File: src/rtl/acc_pkg.sv
// Shared opcodes, FSM encoding and default width for the accumulator
// operand/execute stage.
package acc_pkg;

    localparam int DEF_WIDTH = 16;
    localparam int DEF_OPW   = 3;

    localparam logic [2:0] OP_LD  = 3'd0;
    localparam logic [2:0] OP_ADD = 3'd1;
    localparam logic [2:0] OP_SUB = 3'd2;
    localparam logic [2:0] OP_MUL = 3'd3;
    localparam logic [2:0] OP_AND = 3'd4;
    localparam logic [2:0] OP_OR  = 3'd5;
    localparam logic [2:0] OP_XOR = 3'd6;
    localparam logic [2:0] OP_NOP = 3'd7;

    typedef enum logic [1:0] {
        S_IDLE,
        S_EXEC,
        S_MUL,
        S_DONE
    } state_e;

endpackage

File: src/rtl/acc_op_unit_seq_mult.sv
// Iterative shift-add multiplier: one partial product per cycle,
// full 2*W product valid with a one-cycle done_o pulse.
module seq_mult #(
    parameter int W = 16
) (
    input  logic           clk,
    input  logic           rst_n,
    input  logic           start_i,
    input  logic [W-1:0]   mcand_i,
    input  logic [W-1:0]   mplier_i,
    output logic           done_o,
    output logic [2*W-1:0] prod_o
);

    localparam int CW = $clog2(W);

    logic [2*W-1:0] mcand_q;
    logic [W-1:0]   mplier_q;
    logic [2*W-1:0] prod_q;
    logic [CW-1:0]  cnt_q;
    logic           run_q;
    logic           done_q;

    always_ff @(posedge clk or negedge rst_n) begin
        if (!rst_n) begin
            mcand_q  <= '0;
            mplier_q <= '0;
            prod_q   <= '0;
            cnt_q    <= '0;
            run_q    <= 1'b0;
            done_q   <= 1'b0;
        end else if (start_i) begin
            mcand_q  <= {{W{1'b0}}, mcand_i};
            mplier_q <= mplier_i;
            prod_q   <= '0;
            cnt_q    <= '0;
            run_q    <= 1'b1;
            done_q   <= 1'b0;
        end else begin
            done_q <= 1'b0;
            if (run_q) begin
                if (mplier_q[0]) begin
                    prod_q <= prod_q + mcand_q;
                end
                mcand_q  <= mcand_q << 1;
                mplier_q <= mplier_q >> 1;
                cnt_q    <= cnt_q + 1'b1;
                // last partial product lands together with done
                if (cnt_q == CW'(W - 1)) begin
                    run_q  <= 1'b0;
                    done_q <= 1'b1;
                end
            end
        end
    end

    assign done_o = done_q;
    assign prod_o = prod_q;

endmodule

File: src/rtl/acc_op_unit.sv
// Operand/execute stage feeding the accumulator: single-cycle ALU ops
// plus a WIDTH-cycle multiply, with registered write-back outputs.
module acc_op_unit
    import acc_pkg::*;
#(
    parameter int WIDTH = DEF_WIDTH,
    parameter int OPW   = DEF_OPW
) (
    input  logic             clk,
    input  logic             rst_n,
    input  logic             start,
    input  logic [OPW-1:0]   op,
    input  logic [WIDTH-1:0] acc_q,
    input  logic [WIDTH-1:0] operand,
    output logic [WIDTH-1:0] out_data,
    output logic             wr_acc,
    output logic             busy,
    output logic             done,
    output logic             ovf
);

    state_e             state_q, state_d;
    logic [OPW-1:0]     op_q, op_d;
    logic [WIDTH-1:0]   a_q, a_d;
    logic [WIDTH-1:0]   b_q, b_d;
    logic [WIDTH-1:0]   out_q, out_d;
    logic               wr_q, wr_d;
    logic               done_q, done_d;
    logic               ovf_q, ovf_d;

    logic               mul_start;
    logic               mul_done;
    logic [2*WIDTH-1:0] mul_prod;

    logic [WIDTH-1:0]   alu_res;
    logic               alu_ovf;
    logic [WIDTH-1:0]   sum;
    logic [WIDTH-1:0]   diff;

    seq_mult #(
        .W(WIDTH)
    ) u_mult (
        .clk      (clk),
        .rst_n    (rst_n),
        .start_i  (mul_start),
        .mcand_i  (acc_q),
        .mplier_i (operand),
        .done_o   (mul_done),
        .prod_o   (mul_prod)
    );

    assign sum  = a_q + b_q;
    assign diff = a_q - b_q;

    always_comb begin
        alu_res = '0;
        alu_ovf = 1'b0;
        unique case (op_q)
            OP_LD:  alu_res = b_q;
            OP_ADD: begin
                alu_res = sum;
                alu_ovf = (a_q[WIDTH-1] == b_q[WIDTH-1]) &&
                          (sum[WIDTH-1] != a_q[WIDTH-1]);
            end
            OP_SUB: begin
                alu_res = diff;
                alu_ovf = (a_q[WIDTH-1] != b_q[WIDTH-1]) &&
                          (diff[WIDTH-1] != a_q[WIDTH-1]);
            end
            OP_AND: alu_res = a_q & b_q;
            OP_OR:  alu_res = a_q | b_q;
            OP_XOR: alu_res = a_q ^ b_q;
            default: alu_res = '0;
        endcase
    end

    always_comb begin
        state_d   = state_q;
        op_d      = op_q;
        a_d       = a_q;
        b_d       = b_q;
        out_d     = out_q;
        wr_d      = 1'b0;
        done_d    = 1'b0;
        ovf_d     = ovf_q;
        mul_start = 1'b0;
        unique case (state_q)
            S_IDLE: begin
                if (start) begin
                    op_d = op;
                    a_d  = acc_q;
                    b_d  = operand;
                    if (op == OP_MUL) begin
                        mul_start = 1'b1;
                        state_d   = S_MUL;
                    end else begin
                        state_d = S_EXEC;
                    end
                end
            end
            S_EXEC: begin
                state_d = S_DONE;
                done_d  = 1'b1;
                ovf_d   = alu_ovf;
                if (op_q != OP_NOP) begin
                    wr_d  = 1'b1;
                    out_d = alu_res;
                end
            end
            S_MUL: begin
                if (mul_done) begin
                    state_d = S_DONE;
                    done_d  = 1'b1;
                    wr_d    = 1'b1;
                    out_d   = mul_prod[WIDTH-1:0];
                    ovf_d   = |mul_prod[2*WIDTH-1:WIDTH];
                end
            end
            S_DONE: state_d = S_IDLE;
            default: state_d = S_IDLE;
        endcase
    end

    always_ff @(posedge clk or negedge rst_n) begin
        if (!rst_n) begin
            state_q <= S_IDLE;
            op_q    <= '0;
            a_q     <= '0;
            b_q     <= '0;
            out_q   <= '0;
            wr_q    <= 1'b0;
            done_q  <= 1'b0;
            ovf_q   <= 1'b0;
        end else begin
            state_q <= state_d;
            op_q    <= op_d;
            a_q     <= a_d;
            b_q     <= b_d;
            out_q   <= out_d;
            wr_q    <= wr_d;
            done_q  <= done_d;
            ovf_q   <= ovf_d;
        end
    end

    assign out_data = out_q;
    assign wr_acc   = wr_q;
    assign done     = done_q;
    assign ovf      = ovf_q;
    assign busy     = (state_q != S_IDLE);

endmodule
File: config.mk
export PLATFORM = sky130hd
export DESIGN_NAME = acc_op_unit
export DESIGN_NICKNAME = d
export VERILOG_FILES = /design/src/rtl/acc_pkg.sv /design/src/rtl/acc_op_unit_seq_mult.sv /design/src/rtl/acc_op_unit.sv
export SDC_FILE = /design/constraint.sdc
export NUM_CORES = 1
export LEC_CHECK = 0
export ABC_AREA = 1
export BUFFER_PORTS_ARGS = -buffer_cell sky130_fd_sc_hd__buf_4
export CAP_MARGIN = 20
export CORE_MARGIN = 1
export CORE_UTILIZATION = 25
export CTS_CLUSTER_DIAMETER = 100
export DETAILED_ROUTE_END_ITERATION = 16
export GPL_ROUTABILITY_DRIVEN = 0
export RECOVER_POWER = 25
export SLEW_MARGIN = 20
export SYNTH_ARGS = -nofsm -noshare
export SYNTH_HDL_FRONTEND = slang
export SYNTH_SLANG_ARGS = --single-unit
File: constraint.sdc
create_clock -name clk -period 2.75 [get_ports clk]
set_input_delay 0 -clock clk [delete_from_list [all_inputs] [get_ports clk]]
set_output_delay 0 -clock clk [all_outputs]
set_load 0.1 [all_outputs]
==> run metrics <==
status finished, violations left; failing checks capacitance limit, slew limit; # nets final 1675; CP Data Arrival Time 2.71 ns; CP startpoint kind flop; final WL 34510 microns; Syn Area/Cell ~7.1 sq um; cells after synthesis approximately 1.5k; crit-path max FO 10; layout cells sized above 1 8.916%; P per Cell Area 1306 mW/mm^2; Finished Layout Cells 2092; Die Ht 205.2 microns; vias in the first global route 9740; drt wl/cell 16.50 microns; Clock Skew just over 0.02 ns; DP HPWL 26750 microns; IO Port Bufs 57; Post-synth top flop dfrtp_1; antenna-violating nets left 0; Setup violations, final 0; Slew HR -21.22%; Ports 58; Core ar. 0.04074 sq mm; initial antenna violation count 0; Syn Std Cell Area between 0.01 and 0.015 sq mm; CP Capture Type flop; DRT iter0 DRCs approximately 970; Initial Utilization 25.34%; CTS H-tree depth 4; top achievable clock speed 419.6 MHz; first-pass GRT wire length between 50000 and 60000 microns; clk slew on worst S/H paths 0.07 ns; DR vias/cell 5.002; Cell Area, Placed 0.01133 sq mm; MaxCap Viol Count 1; largest net degree at the start of global routing 69; Cell variety after synth 49; post-CTS resize count 0; crit path time final ~2.4 ns; Hold Fails Final Rpt 0; Area growth syn-to-layout 19.16%; leakage power 5.924 nW; maximum root-to-sink buffer count 2; die area 0.04211 sq mm; sequential-to-total area share from yosys stat about a third; worst vdd ir ~0.0006 V; Rows 74; via count between 10k and 15k; Synth async-reset ratio 100.0%; total track usage 16.66%; TritonCTS clock tree built; Power, Total 16.06 mW; Clock Latency Late Sink 0.45 ns; Slew @ Worst Pin 1.818 ns; Placed Cells 2022; DRT Pass-1 Iters 5; die width 205.2 microns; Reg area approximately 0.0036 sq mm; TritonCTS Sinks 142; Min-Delay Path Class in2reg; Syn Nets about 1.6k; CTS Buf Count 17; synthesized flop and latch total 142; RSZ-0062 raised after global routing no; synth warn 0; CTS root buf clkbuf_16; period utilisation layout around 87%; multi-input combinational cell area just under 0.006 sq mm; global route overflow 0; number of synthesized flops with an enable pin 0; DRC 0; Critical Path RT 3.08 ns; Final Max Tran Viols 69; fillers 4379; crit path kind reg2reg; Post-Layout Inst Area 0.01230 sq mm; Setup TNS 0 ns
[placed cells by master (no fill, tap or decap), types with 3 or more instances in the layout]
| master | netlist | final |
|---|---|---|
| and2_1 | 3 | 3 |
| nor3_1 | 15 | 15 |
| dfrtp_1 | 142 | 142 |
| inv_2 | 10 | 10 |
| ha_1 | 86 | 86 |
| o21bai_1 | 5 | 5 |
| nor4_1 | 4 | 4 |
| nand2_1 | 406 | 406 |
| inv_6 | 0 | 3 |
| nand3_2 | 3 | 3 |
| buf_4 | 7 | 71 |
| clkbuf_16 | 0 | 17 |
| nor2_2 | 4 | 4 |
| o31ai_1 | 8 | 8 |
| a21oi_1 | 111 | 111 |
| nand2_2 | 9 | 9 |
| a21o_1 | 5 | 5 |
| nand3_1 | 132 | 132 |
| bufinv_16 | 0 | 3 |
| o21ai_0 | 112 | 112 |
| o22ai_1 | 18 | 18 |
| fa_1 | 3 | 3 |
| dlygate4sd3_1 | 0 | 39 |
| nand4_1 | 9 | 9 |
| o21ai_1 | 3 | 3 |
| clkinvlp_4 | 0 | 5 |
| nor2_1 | 103 | 103 |
| o211ai_1 | 29 | 29 |
| xor2_1 | 3 | 3 |
| inv_1 | 160 | 160 |
| a21oi_2 | 3 | 3 |
| o221ai_1 | 3 | 3 |
| a211oi_1 | 3 | 3 |
[where the power goes]
part           switching [mW]  total [mW]  internal [mW]
combinational            6.88        9.76           2.89
clock                    1.03        2.48           1.45
sequential              0.837        3.82           2.98
total                    8.74        16.1           7.32
[routing by layer]
layer	GRT usage, %	up-vias	routed length (microns)	share of wire [%]
met5	0	-	0	0
met4	6.455	0	1024	3.0
met3	2.946	44	2319	6.7
met2	24.87	375	14980	43
met1	23.68	5018	16190	47
li1	-	5027	-	-
[area by class of cell]
type	instances	area share, %
Antenna cell	1	0.02034
Clock buffer	18	3.570
Clock inverter	12	1.322
Inverter	172	5.258
Multi-Input combinational cell	1102	47.76
Sequential cell	142	28.89
Tap cell	532	5.411
Timing Repair Buffer	113	7.771
[final timing paths]
path	depth (start not counted)	from	endpoint	slack [ns]
max	11	b_q[10]$_DFFE_PN0P_	ovf$_DFFE_PN0P_	0.37
min	4	operand[14]	b_q[14]$_DFFE_PN0P_	0.36
max reg2reg	11	b_q[10]$_DFFE_PN0P_	ovf$_DFFE_PN0P_	0.37
min reg2reg	1	u_mult.cnt_q[3]$_DFFE_PN0P_	u_mult.cnt_q[3]$_DFFE_PN0P_	0.48
max in group asynchronous	3	rst_n	u_mult.prod_o[26]$_DFFE_PN0P_	0.61
min in group asynchronous	2	rst_n	a_q[7]$_DFFE_PN0P_	0.55
[state kept, by name, summed over array words and instances (netlist names)]
register and count:
a_q 16, u_mult.cnt_q 4, u_mult.prod_o 32, b_q 16, ovf 1, wr_acc 1, u_mult.run_q 1, state_q 2
done 1, u_mult.done_o 1, u_mult.mcand_q 32, u_mult.mplier_q 16, op_q 3, out_data 16
[Yosys cell counts, types with 4 or more instances]
cell type  number  area (sq um)
a21o_1          5         37.54
a21oi_1       111         555.5
buf_2          12         60.06
buf_4           7         52.55
buf_6           4         45.04
clkbuf_1       22         82.58
dfrtp_1       142          3553
ha_1           86          1076
inv_1         160         600.6
inv_2          10         37.54
nand2_1       406          1524
nand2_2         9         56.30
nand3_1       132         660.6
nand4_1         9         56.30
nor2_1        103         386.6
nor2_2          4         25.02
nor3_1         15         75.07
nor4_1          4         25.02
o211ai_1       29         217.7
o21ai_0       112         560.5
o21bai_1        5         37.54
o22ai_1        18         112.6
o31ai_1         8         60.06
[kinds of logic after synthesis]
family,synth area share [%]
compound gates,17.27
xor+xnor,0.4243
fa+ha+maj,11.00
buf+inv,8.666
flops,34.42
simple gates,28.21
[timing repair]
item,CTS,global route
hold buffers,39,0
endpoints found under the hold margin,128,0
setup buffers,0,0
[worst max-delay path: stages, from the launching register on]
cell	delay (ns)
dfrtp_1	0.37
inv_1	0.10
ha_1	0.54
inv_1	0.20
a21oi_1	0.17
nand2_1	0.11
a21oi_2	0.29
nand3_1	0.12
nand3_1	0.10
nand3_1	0.11
nand3_1	0.09
nand2_1	0.06
[metrics by stage]
step / setup WS, ns / hold WS (ns) / utilization, %
after detailed placement: 0.4150 / 0.06716 / 27.80
after global routing: 0.1541 / 0.3937 / 30.19
after floorplan: 0.8295 / -0.2956 / -
final: 0.3668 / 0.3574 / 30.20
after CTS: 0.3909 / 0.1739 / 30.24
after global placement: 0.4307 / 0.06172 / 27.80
Power figures use the tool's default switching activity.
